--- config.mk ---
export PLATFORM = sky130hd
export DESIGN_NAME = mimo_rx_combiner
export DESIGN_NICKNAME = d
export VERILOG_FILES = /design/src/rtl/mimo_rx_pkg.sv /design/src/rtl/mimo_add_stage.sv /design/src/rtl/mimo_rx_combiner.sv
export SDC_FILE = /design/constraint.sdc
export NUM_CORES = 1
export LEC_CHECK = 0
export ABC_CLOCK_PERIOD_IN_PS = 4500
export CAP_MARGIN = 30
export CELL_PAD_IN_SITES_DETAIL_PLACEMENT = 1
export CELL_PAD_IN_SITES_GLOBAL_PLACEMENT = 1
export CORE_MARGIN = 1
export CORE_UTILIZATION = 35
export DETAILED_ROUTE_END_ITERATION = 10
export PLACE_DENSITY = 0.64
export RECOVER_POWER = 100
export SLEW_MARGIN = 20
export SYNTH_ARGS = -nofsm -noshare
export SYNTH_HDL_FRONTEND = slang
export SYNTH_SLANG_ARGS = --single-unit
--- constraint.sdc ---
create_clock -name CLK -period 4.5 [get_ports CLK]
set_input_delay 0.9 -clock CLK [delete_from_list [all_inputs] [get_ports CLK]]
set_output_delay 0.9 -clock CLK [all_outputs]
set_load 0.01 [all_outputs]
--- src/rtl/mimo_rx_pkg.sv ---
// Shared constants and elaboration helpers for the MIMO receive combiner.
package mimo_rx_pkg;

  // Combine mode encodings carried alongside each sample.
  localparam logic MODE_SUM = 1'b0;
  localparam logic MODE_AVG = 1'b1;

  // Ceiling log2 for elaboration-time sizing; clog2(1) = 0.
  function automatic int unsigned clog2(input int unsigned value);
    int unsigned res;
    res = 0;
    for (int unsigned i = 0; i < 31; i++) begin
      if ((32'd1 << i) < value) begin
        res = i + 1;
      end
    end
    return res;
  endfunction

  // Width of an exact N-way sum of in_w-bit signed words.
  function automatic int unsigned full_width(input int unsigned in_w, input int unsigned n_ch);
    return in_w + clog2(n_ch);
  endfunction

endpackage

--- src/rtl/mimo_add_stage.sv ---
// One registered pairwise adder level of the combiner tree.
// Reduces IN_CNT signed W-bit words to IN_CNT/2 signed (W+1)-bit words for both I and Q,
// and carries the sample's valid and mode bits alongside.
module mimo_add_stage #(
  parameter int unsigned IN_CNT = 4,
  parameter int unsigned W      = 6
) (
  input  logic                             clk_i,
  input  logic                             rst_ni,
  input  logic                             valid_i,
  input  logic                             mode_i,
  input  logic [IN_CNT*W-1:0]              i_i,
  input  logic [IN_CNT*W-1:0]              q_i,
  output logic                             valid_o,
  output logic                             mode_o,
  output logic [(IN_CNT/2)*(W+1)-1:0]      i_o,
  output logic [(IN_CNT/2)*(W+1)-1:0]      q_o
);

  localparam int unsigned OutCnt = IN_CNT / 2;
  localparam int unsigned OW     = W + 1;

  logic                    valid_q;
  logic                    mode_d, mode_q;
  logic [OutCnt*OW-1:0]    i_d, i_q;
  logic [OutCnt*OW-1:0]    q_d, q_q;

  // Words 2j and 2j+1 are sign-extended by one bit and summed into output word j.
  // Data and mode only load on a valid sample so bubbles leave the level untouched.
  always_comb begin
    i_d    = i_q;
    q_d    = q_q;
    mode_d = mode_q;
    if (valid_i) begin
      mode_d = mode_i;
      for (int unsigned j = 0; j < OutCnt; j++) begin
        i_d[j*OW +: OW] = OW'($signed(i_i[(2*j)*W +: W])) + OW'($signed(i_i[(2*j+1)*W +: W]));
        q_d[j*OW +: OW] = OW'($signed(q_i[(2*j)*W +: W])) + OW'($signed(q_i[(2*j+1)*W +: W]));
      end
    end
  end

  // Level registers; valid follows the input every cycle so bubbles pass through.
  always_ff @(posedge clk_i or negedge rst_ni) begin
    if (!rst_ni) begin
      valid_q <= 1'b0;
      mode_q  <= 1'b0;
      i_q     <= '0;
      q_q     <= '0;
    end else begin
      valid_q <= valid_i;
      mode_q  <= mode_d;
      i_q     <= i_d;
      q_q     <= q_d;
    end
  end

  assign valid_o = valid_q;
  assign mode_o  = mode_q;
  assign i_o     = i_q;
  assign q_o     = q_q;

endmodule

--- src/rtl/mimo_rx_combiner.sv ---
// N-chain receive I/Q combiner: masked input register, registered log2(N) adder tree,
// optional rounded average, saturation to OUT_W and a sticky clip flag.
// Fixed latency of log2(N_CH)+2 cycles, one sample per clock, no backpressure.
module mimo_rx_combiner
  import mimo_rx_pkg::*;
#(
  parameter int unsigned N_CH  = 4,
  parameter int unsigned IN_W  = 6,
  parameter int unsigned OUT_W = IN_W + clog2(N_CH)
) (
  input  logic                   CLK,
  input  logic                   RST,
  input  logic                   IN_VALID,
  input  logic [N_CH*IN_W-1:0]   I_IN,
  input  logic [N_CH*IN_W-1:0]   Q_IN,
  input  logic [N_CH-1:0]        CH_EN,
  input  logic                   MODE,
  input  logic                   CLR_FLAG,
  output logic                   OUT_VALID,
  output logic [OUT_W-1:0]       I_TOTAL,
  output logic [OUT_W-1:0]       Q_TOTAL,
  output logic                   SAT_FLAG
);

  localparam int unsigned Lvls  = clog2(N_CH);
  localparam int unsigned FW    = full_width(IN_W, N_CH);
  // One spare bit keeps the rounding add exact before the shift.
  localparam int unsigned RW    = FW + 1;
  localparam bit          SatEn = (OUT_W < FW);

  localparam logic signed [RW-1:0] Half = RW'(1 << (Lvls - 1));

  // ---------------------------------------------------------------------------
  // Stage 0: input register with chain masking
  // ---------------------------------------------------------------------------
  logic                   valid_s0_q;
  logic                   mode_s0_d, mode_s0_q;
  logic [N_CH*IN_W-1:0]   i_s0_d, i_s0_q;
  logic [N_CH*IN_W-1:0]   q_s0_d, q_s0_q;

  // Disabled chains are zeroed here so the tree never sees them.
  always_comb begin
    i_s0_d    = i_s0_q;
    q_s0_d    = q_s0_q;
    mode_s0_d = mode_s0_q;
    if (IN_VALID) begin
      mode_s0_d = MODE;
      for (int unsigned k = 0; k < N_CH; k++) begin
        i_s0_d[k*IN_W +: IN_W] = CH_EN[k] ? I_IN[k*IN_W +: IN_W] : '0;
        q_s0_d[k*IN_W +: IN_W] = CH_EN[k] ? Q_IN[k*IN_W +: IN_W] : '0;
      end
    end
  end

  // Input stage registers.
  always_ff @(posedge CLK or negedge RST) begin
    if (!RST) begin
      valid_s0_q <= 1'b0;
      mode_s0_q  <= 1'b0;
      i_s0_q     <= '0;
      q_s0_q     <= '0;
    end else begin
      valid_s0_q <= IN_VALID;
      mode_s0_q  <= mode_s0_d;
      i_s0_q     <= i_s0_d;
      q_s0_q     <= q_s0_d;
    end
  end

  // ---------------------------------------------------------------------------
  // Adder tree: level l takes N_CH>>l words of IN_W+l bits
  // ---------------------------------------------------------------------------
  for (genvar l = 0; l < Lvls; l++) begin : g_lvl
    localparam int unsigned Cnt = N_CH >> l;
    localparam int unsigned LW  = IN_W + l;

    logic [Cnt*LW-1:0]          i_in, q_in;
    logic                       v_in, m_in;
    logic [(Cnt/2)*(LW+1)-1:0]  i_out, q_out;
    logic                       v_out, m_out;

    if (l == 0) begin : g_head
      assign i_in = i_s0_q;
      assign q_in = q_s0_q;
      assign v_in = valid_s0_q;
      assign m_in = mode_s0_q;
    end else begin : g_tail
      assign i_in = g_lvl[l-1].i_out;
      assign q_in = g_lvl[l-1].q_out;
      assign v_in = g_lvl[l-1].v_out;
      assign m_in = g_lvl[l-1].m_out;
    end

    mimo_add_stage #(
      .IN_CNT (Cnt),
      .W      (LW)
    ) u_add (
      .clk_i   (CLK),
      .rst_ni  (RST),
      .valid_i (v_in),
      .mode_i  (m_in),
      .i_i     (i_in),
      .q_i     (q_in),
      .valid_o (v_out),
      .mode_o  (m_out),
      .i_o     (i_out),
      .q_o     (q_out)
    );
  end

  logic signed [FW-1:0] i_sum, q_sum;
  logic                 fin_valid, fin_mode;

  assign i_sum     = g_lvl[Lvls-1].i_out;
  assign q_sum     = g_lvl[Lvls-1].q_out;
  assign fin_valid = g_lvl[Lvls-1].v_out;
  assign fin_mode  = g_lvl[Lvls-1].m_out;

  // ---------------------------------------------------------------------------
  // Output stage: round/shift, saturate, register, sticky flag
  // ---------------------------------------------------------------------------
  logic signed [RW-1:0] i_ext, q_ext;
  logic signed [RW-1:0] i_rnd, q_rnd;
  logic signed [RW-1:0] i_r, q_r;

  // AVG adds half an LSB of the result before the arithmetic shift (round half up).
  // The divisor is always N_CH, independent of how many chains were enabled.
  always_comb begin
    i_ext = RW'(i_sum);
    q_ext = RW'(q_sum);
    i_rnd = (i_ext + Half) >>> Lvls;
    q_rnd = (q_ext + Half) >>> Lvls;
    if (fin_mode == MODE_SUM) begin
      i_r = i_ext;
      q_r = q_ext;
    end else begin
      i_r = i_rnd;
      q_r = q_rnd;
    end
  end

  logic [OUT_W-1:0] i_res, q_res;
  logic             clip_i, clip_q;

  if (SatEn) begin : g_sat
    localparam logic signed [RW-1:0] SatMax = RW'((1 << (OUT_W - 1)) - 1);
    localparam logic signed [RW-1:0] SatMin = ~SatMax;

    // Clamp each rail to the signed OUT_W range and report which rail clipped.
    always_comb begin
      i_res  = i_r[OUT_W-1:0];
      q_res  = q_r[OUT_W-1:0];
      clip_i = 1'b0;
      clip_q = 1'b0;
      if (i_r > SatMax) begin
        i_res  = SatMax[OUT_W-1:0];
        clip_i = 1'b1;
      end else if (i_r < SatMin) begin
        i_res  = SatMin[OUT_W-1:0];
        clip_i = 1'b1;
      end
      if (q_r > SatMax) begin
        q_res  = SatMax[OUT_W-1:0];
        clip_q = 1'b1;
      end else if (q_r < SatMin) begin
        q_res  = SatMin[OUT_W-1:0];
        clip_q = 1'b1;
      end
    end
  end else begin : g_nosat
    // Output is wide enough for any result; just sign-extend or drop redundant sign bits.
    always_comb begin
      i_res  = OUT_W'(i_r);
      q_res  = OUT_W'(q_r);
      clip_i = 1'b0;
      clip_q = 1'b0;
    end
  end

  logic             out_valid_q;
  logic [OUT_W-1:0] i_total_d, i_total_q;
  logic [OUT_W-1:0] q_total_d, q_total_q;
  logic             sat_flag_d, sat_flag_q;

  // Totals hold between valid samples; a clip on this edge beats a clear request.
  always_comb begin
    i_total_d  = i_total_q;
    q_total_d  = q_total_q;
    sat_flag_d = sat_flag_q;
    if (fin_valid) begin
      i_total_d = i_res;
      q_total_d = q_res;
    end
    if (fin_valid && (clip_i || clip_q)) begin
      sat_flag_d = 1'b1;
    end else if (CLR_FLAG) begin
      sat_flag_d = 1'b0;
    end
  end

  // Output registers.
  always_ff @(posedge CLK or negedge RST) begin
    if (!RST) begin
      out_valid_q <= 1'b0;
      i_total_q   <= '0;
      q_total_q   <= '0;
      sat_flag_q  <= 1'b0;
    end else begin
      out_valid_q <= fin_valid;
      i_total_q   <= i_total_d;
      q_total_q   <= q_total_d;
      sat_flag_q  <= sat_flag_d;
    end
  end

  assign OUT_VALID = out_valid_q;
  assign I_TOTAL   = i_total_q;
  assign Q_TOTAL   = q_total_q;
  assign SAT_FLAG  = sat_flag_q;

endmodule
==> summary.md <==
| Metric | Value |
|---|---|
| Status | complete, but fails checks |
| Failing checks | max-capacitance violations, max-slew violations |
| Final Max Slew Viols | 92 |
| Ys flop type | dfrtp_1 |
| Post-Synth Simple-Gate Area | 11.64% |
| Req. time, crit path | 4840 ps |
| Asr flop ratio synth | 100.0% |
| Grt peak-use layer | met2 |
| GR Util All Layers | 17.24% |
| Worst Hold Class | reg -> reg |
| Largest family of logic cells by synthesized area | compound AO/OA/AOI/OAI gates |
| Boundary pin count | 75 |
| Setup TNS | 0 ps |
| Die Area | 18170 µm² |
| Clock sink count | 115 |
| Grt met2 use | 26.89% |
| CP Cell Sequence | clkbuf_1, buf_4, nand3_1, o21ai_0 |
| Critical path endpoint category | flip-flop |
| Sequential-to-total area share from yosys stat | 46.63% |
| Layout cells sized above 1 | 8.158% |
| Hold_buf cts | 0 |
| Max VDD drop | 0.3130 mV |
| Syn Nets | 736 |
| Post-route ant nets | 0 |
| DR pass1 iterations | 4 |
| P&R area growth vs syn | 23.70% |
| Reg clk slew, reported paths | 60 ps |
| Synth top area cells | dfrtp_1 (47%), ha_1 (8.1%), o21ai_0 (6.6%) |
| Final setup margin | 1763 ps |
| DP Worst Slack | 2121 ps |
| Utilization after layout | 44.29% |
| WL/cell | 15.25 µm |
| CTS tree | yes |
| Mapped Cells | 633 |
| H-Tree Depth | 4 |
| Vias in the first global route | 4884 |
| DRC violations left | 0 |
| Post-DR vias/cell | 5.041 |
| Num rows | 48 |
| Design area | 7634 µm² |
| Core area | 17240 µm² |
| RSZ-0062 raised after global routing | false |
| Flops & latches, synth | 115 |
| Final GP Congestion | 0.7840 |
| 1st-iter DRT viols | 201 |
| Critical path launch point type | input port |
| Syn Area/Cell | 9.749 µm² |
| Worst Skew | 8.584 ps |
| Postcts setup bufs | 0 |
| Largest area contributor in the netlist | dfrtp_1 |
| Tcrit/Tclk final | 60.81% |
| Synthesis Warnings | 0 |
| Area fraction in compound gates after synthesis | 18.63% |
| Clock root buffer | clkbuf_16 |
| Num CTS Buffers | 17 |
| GR met3 Demand/Resource | 3.529% |
| CTS resizes | 0 |
| Post-synthesis mux area share | 4.603% |
| Cell Pwr Density | 493.5 nW/µm² |
| CP arrival | 3080 ps |
| Global route overflow | 0 |
| Fill cells | 1898 |
| Initial Util | 35.80% |
| Hpwl dp | 10490 µm |
| Clock latency on the worst-skew pair | 420 ps |
| Least-Margin Pin Slew | 1834 ps |
| Worst-path fanout max | 51 |
| DR vias | 4718 |
| Mapped Area | 6171 µm² |
| Adder-Cell Fraction of Synth Area | 10.06% |
| Routed wire length | 14270 µm |
| Fin nets | 801 |
| DIE HEIGHT | 134.8 µm |
| Xor/xnor cell area share of the yosys netlist | 1.419% |
| Placement Cell Area | 7052 µm² |
| Die X | 134.8 µm |
| First-pass GRT wire length | 24410 µm |
| Kind of critical path | in -> reg |
| Cell variety after synth | 53 |
| Max cap viols | 2 |
| Largest net degree at the start of global routing | 53 |
| Max_slew headroom | -22.29% |
| Slowest stage delay, CP | 1290 ps |
| Final period demand of the worst path | 2737 ps |
| Final Hold Viols | 0 |
| Port Buffer Count | 72 |
| Antenna violations before repair | 0 |
| Slowest stage cell, crit path | clkbuf_1 |
| Post-synth EDFFs | 0 |
| Post-synth top area share | 46.63% |
| F_max | 365.4 MHz |
| M1 GR Usage | 23.38% |
| Lkg Pwr | 3.341 nW |
| Antenna fix cells | 0 |
| Final setup viols | 0 |
| Max clock buf depth | 2 |
[layout make-up]
| cell class | instances | area (µm²) | share of cell area, % |
|---|---|---|---|
| well taps | 225 | 281.5 | 3.688 |
| flip-flops and latches | 115 | 2878 | 37.70 |
| multi-input cells | 411 | 2853 | 37.37 |
| inverters | 76 | 285.3 | 3.737 |
| clock inverters | 12 | 131.4 | 1.721 |
| clock buffers | 20 | 466.7 | 6.114 |
| repair buffers | 77 | 738.2 | 9.671 |
[path summary, 6_finish.rpt]
path                                    start  slack, ps                     to  cells after the start
worst max register to register  g_lvl[0].v_in       2010  g_lvl[0].u_add.q_o[5]                      5
worst min-delay path               I_TOTAL[1]        470             I_TOTAL[1]                      1
worst max-delay path                 IN_VALID       1760       g_lvl[0].i_in[7]                      4
min in group asynchronous                 RST        520             I_TOTAL[3]                      1
worst min register to register     I_TOTAL[1]        470             I_TOTAL[1]                      1
max in group asynchronous                 RST       2320      g_lvl[0].q_in[22]                      2
[power breakdown]
part | total, mW | internal (mW) | switching, mW
Sequential | 1.46 | 1.25 | 0.202
Combinational | 0.960 | 0.477 | 0.483
Clock | 1.35 | 0.856 | 0.495
[critical path: cells and delay by family]
family | cells | cell delay, ps
AO/OA/AOI/OAI | 1 | 120
buffers and inverters | 2 | 1870
AND/OR/NAND/NOR | 1 | 170
[synth_stat cells, types with 4 or more instances]
library cell	number
o31ai_1	9
o21bai_1	5
o311ai_0	4
a211oi_1	12
o211ai_1	4
o41ai_1	4
clkbuf_1	14
nor3_1	6
nand3_1	58
nand2b_1	5
nor2_1	27
o21ai_0	81
mux2_2	18
a21o_1	10
dfrtp_1	115
ha_1	40
buf_2	13
inv_1	74
o21a_1	8
nor2b_1	7
nand4_1	5
xnor2_1	9
a21oi_1	18
nand2_1	27
fa_1	6
o2bb2ai_1	5
mux2i_1	7
[metrics by stage]
| stage | cells | power, mW | hold WS, ps |
|---|---|---|---|
| 6_report | 936 | 3.767 | 473.5 |
| 5_1_grt | 936 | 4.006 | 502.8 |
| 3_5_place_dp | 903 | 2.474 | 464.3 |
| 2_1_floorplan | 633 | 2.079 | 348.7 |
| 3_3_place_gp | 903 | 2.426 | 462.1 |
| 4_1_cts | 935 | 3.851 | 479.8 |
[layout by cell type (no fill, tap or decap), drive strengths merged, types with 7 or more instances in the layout]
cell           count
a21oi             19
xnor2              9
clkinv             7
inv               75
mux2i              7
nand2             27
mux2              19
nand3             58
ha                40
nor2              27
dlygate4sd3       17
o21a               8
a211oi            14
o31ai              9
a21o              10
clkbuf            24
o21ai             82
dfrtp            115
clkdlybuf4s50     53
nor2b              7
[flip-flops by register name (all words and copies together) (netlist names)]
signal / count
g_lvl.u_add.q_o: 22
Q_TOTAL: 8
g_lvl.i_in: 24
g_lvl.q_in: 24
g_lvl.u_add.mode_o: 2
g_lvl.u_add.i_o: 22
OUT_VALID: 1
g_lvl.v_in: 1
I_TOTAL: 8
g_lvl.m_in: 1
g_lvl.u_add.valid_o: 2
[cells by family after synthesis]
| group | count (synthesis) |
|---|---|
| AOI/OAI and AO/OA | 181 |
| xor gates and xnor gates | 10 |
| adders and majority gates | 46 |
| buffers and inverters | 107 |
| DFF | 115 |
| muxes | 26 |
| other | 1 |
| and+or+nand+nor | 147 |
[metal layers]
| metal | wire, µm | up-vias |
|---|---|---|
| met1 | 7187 | 2256 |
| met4 | 245 | 0 |
| met5 | 0 | - |
| met2 | 6446 | 73 |
| li1 | - | 2369 |
| met3 | 391 | 20 |
No activity file was read; power rests on OpenSTA's default activity.
==> patch 1: new RTL, same flow settings <==
Register the output `OUT_VALID` once more, cleared by the reset; this adds one clock of latency there. The other outputs are not delayed to match.
--- a/src/rtl/mimo_rx_combiner.sv
+++ b/src/rtl/mimo_rx_combiner.sv
@@ -214,5 +214,11 @@
   end
 
-  assign OUT_VALID = out_valid_q;
+  always_ff @(posedge CLK or negedge RST) begin
+    if (!RST) begin
+      OUT_VALID <= '0;
+    end else begin
+      OUT_VALID <= out_valid_q;
+    end
+  end
   assign I_TOTAL   = i_total_q;
   assign Q_TOTAL   = q_total_q;
Check against the original RTL: not equivalent (Yosys sat finds a counterexample within 10 cycles, from zero or initial values and one cycle with RST low).
==> patch 1 against the unedited design <==
  * The run still ends with capacitance limit, slew limit left
  * Worst setup slack worse by 0.090 ns
  * Sequential cell count is 1 higher
  * Wire length fell by 0.88%
  * Total power shrank 1.1%
  * Largest cell class unchanged
  * Global-route usage decreased by 0.18 points
  * Cell area increased by 0.54%
  * Clock power down 4%
  * Critical path type unchanged
  * Synthesized cell count up 0.79%
  * Critical endpoint is now g_lvl[0].q_in[4]
  * Sequential power barely moved
  * Area after synthesis rose by 0.65%
==> patch 1: results (changes against the unedited design) <==
The flow ran to the end, but the final reports show violations. The final reports fail on capacitance limit, slew limit. The share of cells above drive strength 1 is 0.0824 (+0.000827).

The average size of a mapped cell came out at 9.74 sq um (-0.14%). The net count of the finished layout is 807 (+0.75%). The critical-path maximum fanout came to 56 (+9.8%). The adder-cell area share of the yosys netlist is 0.0999 (-0.000648).

The share of the synthesized area in compound gates (AO/OA/AOI/OAI) came out at 0.178 (-0.00845). The post-synthesis mux area share came out at 0.0544 (+0.00837). The total wirelength of the detailed-routed design is 14100 microns (-0.88%). The data arrival time of the critical path came to 3.15 ns (+0.07 ns).

The worst voltage drop across the vdd grid came out at 0.295 mV (-5.9%). The largest net degree at the start of global routing came out at 67 (+26%). The global-route wire length before repair is 24300 microns (-0.48%). The max-capacitance violation count came out at 3 (+1). The via count of the first global-routing pass is 5016 (+2.7%).

The detailed placement HPWL is 10300 microns (-1.5%). In the post-synthesis netlist, the biggest area contributors are sky130_fd_sc_hd__dfrtp_1, sky130_fd_sc_hd__ha_1, sky130_fd_sc_hd__o21ai_0. The total global-route track usage is 0.171 (-0.00182). The instance area after placement came out at 7100 sq um (+0.64%). The launch instance of the worst min-delay path is out_valid_q. The number of max-slew violations in the final report is 96 (+4.3%). The leakage power is 3.38 nW (+1.3%). The initial DRC count is 117 (-42%).

The fraction of synthesized cell area in xor and xnor cells was 0.0141 (-0.0000915). Ranked by instance count, the synthesized netlist is headed by sky130_fd_sc_hd__dfrtp_1, sky130_fd_sc_hd__o21ai_0, sky130_fd_sc_hd__inv_1. The headroom to the max-slew limit came out at -0.335 (-0.112).
## patch 1: cell count changes after synthesis, moves of 3 or more
cell,before,now
sky130_fd_sc_hd__mux2_2,18,22
sky130_fd_sc_hd__nand3_1,58,63
sky130_fd_sc_hd__nor3_1,6,3
sky130_fd_sc_hd__o21ai_0,81,90
sky130_fd_sc_hd__o22ai_1,3,0
sky130_fd_sc_hd__o41ai_1,4,1
## patch 1: worst max-delay path, stage by stage
cell and delay (ns):
sky130_fd_sc_hd__clkbuf_1 1.41, sky130_fd_sc_hd__buf_4 0.56, sky130_fd_sc_hd__nand3_1 0.13, sky130_fd_sc_hd__o21ai_0 0.13
## patch 1: area by class of cell
class	count	area [sq um]	area share
flip-flops and latches	116	2900	0.378
inverters	77	289	0.0377
multi-input cells	414	2880	0.375
well taps	225	282	0.0367
clock inverters	11	110	0.0143
clock buffers	20	457	0.0595
repair buffers	78	758	0.0988
## patch 1: path summary, 6_finish.rpt
check	slack, ns	endpoint
worst max-delay path	1.67	g_lvl[0].q_in[4]
worst min-delay path	0.35	OUT_VALID
worst max register to register	2.08	g_lvl[0].u_add.q_o[5]
worst min register to register	0.35	OUT_VALID
max in group asynchronous	1.95	g_lvl[0].i_in[1]
min in group asynchronous	0.52	g_lvl[1].u_add.q_o[0]
## patch 1: where the power goes
group / internal (mW) / switching [mW] / total [mW]
Combinational: 0.492 / 0.473 / 0.965
Clock: 0.832 / 0.467 / 1.30
Sequential: 1.26 / 0.199 / 1.46
## patch 1: logic make-up after synthesis
group	count (synthesis)
other cells	1
compound gates	180
fa+ha+maj	46
mux	31
flops	116
xor+xnor	10
simple gates	146
buf+inv	108
## patch 1: metrics by stage
step,util,setup WS [ns],hold WS [ns]
5_1_grt,0.444,1.47,0.379
3_3_place_gp,0.410,2.18,0.337
6_report,0.444,1.67,0.348
2_1_floorplan,-,2.76,0.331
4_1_cts,0.443,2.28,0.349
3_5_place_dp,0.410,2.10,0.337
## patch 1: per-layer routing
metal / vias to the layer above / GRT usage / wire [microns]
met2: 73 / 0.275 / 6440
met3: 18 / 0.0370 / 446
met4: 0 / 0.0637 / 219
met5: - / 0 / 0
met1: 2280 / 0.224 / 7040
li1: 2371 / - / -
==> patch 2: new RTL, same flow settings <==
Without the edit above. Change the parameter `IN_W` from 6 to 12.
--- a/src/rtl/mimo_rx_combiner.sv
+++ b/src/rtl/mimo_rx_combiner.sv
@@ -6,5 +6,5 @@
 #(
   parameter int unsigned N_CH  = 4,
-  parameter int unsigned IN_W  = 6,
+  parameter int unsigned IN_W  = 12,
   parameter int unsigned OUT_W = IN_W + clog2(N_CH)
 ) (
Ports: changed (resized I_IN, I_TOTAL, Q_IN and Q_TOTAL); port bits go from 75 to 135. The function was not compared with the original's and may differ.
==> patch 2 against the unedited design <==
  * The flow still finishes with violations (capacitance limit, slew limit)
  * Sequential cell count rose by 96
  * Wire length rose by 110%
  * Total power rose by 81%
  * Critical path type unchanged
  * Area after synthesis rose by 90%
  * Die area rose by 88%
  * Worst setup slack got worse by 0.61 ns
  * Non-clock buffer count rose by 71
  * Hold slack improved by 0.0023 ns
  * Clock skew fell by 0.0020 ns
  * Cell area rose by 88%
  * Register-to-register slack got worse by 0.15 ns
  * Maximum frequency fell by 18%
  * Via count rose by 96%
  * Clock power rose by 50%
==> patch 2: results (changes against the unedited design) <==
The number of fillers in the final layout is 3771 (+99%). The number of max-slew violations in the final report is 54 (-41%). The share of the synthesized area in compound gates (AO/OA/AOI/OAI) came out at 0.183 (-0.00308).

The pre-CTS worst setup slack came out at 1.91 ns (-0.209 ns). The count of buffers inserted at the top-level ports is 132 (+83%). The flow ran to the end, but the final reports show violations. The number of nets produced by synthesis came out at 1418 (+93%).

The share of the yosys chip area belonging to registers came out at 0.451 (-0.0157). The insertion delay of the later-clocked pin in the worst-skew pair is 0.53 ns (+0.11 ns). The total number of vias is 9224 (+96%). The deepest clock path buffer count is 3 (+1). The total length of routed met3 wires was 1350 microns (+240%).

The net count of the finished layout came to 1540 (+92%). The count of H-tree levels built during CTS came out at 1 (-3). The instance area after placement came to 13500 sq um (+92%). The fraction of synthesized cell area in xor and xnor cells is 0.0434 (+0.0292).

The total length of routed met2 wires is 12400 microns (+92%). The met3 track demand over resource came out at 0.0269 (-0.00835). The worst stage delay on the critical path came out at 1.40 ns (+0.11 ns). The largest net degree at the start of global routing came out at 116 (+120%).

By count the netlist is led by sky130_fd_sc_hd__dfrtp_1, sky130_fd_sc_hd__o21ai_0, sky130_fd_sc_hd__inv_1. The max-capacitance violation count came out at 1 (-1). The final reports fail on capacitance limit, slew limit. The post-synthesis mux area share came out at 0.0524 (+0.00641). The data arrival time of the critical path is 3.79 ns (+0.71 ns). Ranked by total cell area, the synthesized netlist is headed by sky130_fd_sc_hd__dfrtp_1, sky130_fd_sc_hd__ha_1, sky130_fd_sc_hd__o21ai_0. The headroom to the max-slew limit is -0.327 (-0.105). The met1 demand-to-capacity share in global routing was 0.269 (+0.0355). The number of library cell types mapped by synthesis came out at 60 (+13%). The critical-path maximum fanout came out at 62 (+22%).

The adder-cell area share of the yosys netlist is 0.0914 (-0.00915). The global routing met2 resource utilization is 0.275 (+0.00569). The via count of the first global-routing pass is 9554 (+96%).
## patch 2: cell types whose count changed after synthesis, sizes merged, moves of 12 or more
| cell | before | now |
|---|---|---|
| mux2 | 19 | 48 |
| nand2 | 27 | 50 |
| a21oi | 19 | 67 |
| ha | 40 | 76 |
| nand3 | 58 | 116 |
| nor2 | 27 | 55 |
| nor3 | 6 | 18 |
| clkbuf | 14 | 45 |
| inv | 75 | 124 |
| xnor2 | 9 | 42 |
| a21o | 10 | 34 |
| dfrtp | 115 | 211 |
| o21ai | 82 | 150 |
| xor2 | 1 | 16 |
## patch 2: metrics by stage
step,cells,hold slack [ns]
floorplan,1231,0.352
global placement,1761,0.464
detailed placement,1764,0.473
CTS,1811,0.486
global route,1814,0.502
finish,1814,0.476
## patch 2: path summary, 6_finish.rpt
kind                                              end              from  cells past startpoint  slack [ns]
worst max-delay path                g_lvl[0].q_in[23]          IN_VALID                      5        1.15
worst min-delay path                       I_TOTAL[3]        I_TOTAL[3]                      1        0.48
worst max register to register  g_lvl[0].u_add.q_o[8]  g_lvl[0].q_in[0]                      8        1.86
worst min register to register             I_TOTAL[3]        I_TOTAL[3]                      1        0.48
max in group asynchronous           g_lvl[0].q_in[29]               RST                      2        1.87
min in group asynchronous       g_lvl[1].u_add.q_o[6]               RST                      1        0.60
## patch 2: cell type report
| type | count | area (sq um) | share of cell area |
|---|---|---|---|
| multi-input combinational | 839 | 5730 | 0.399 |
| sequential | 211 | 5280 | 0.368 |
| timing repair buffer | 148 | 1470 | 0.102 |
| clock buffer | 40 | 805 | 0.0560 |
| tap | 442 | 553 | 0.0385 |
| inverter | 127 | 477 | 0.0332 |
| clock inverter | 7 | 35.0 | 0.00244 |
## patch 2: power by group
part	switching [mW]	internal, mW
Combinational	1.07	1.03
Clock	0.803	1.22
Sequential	0.376	2.31
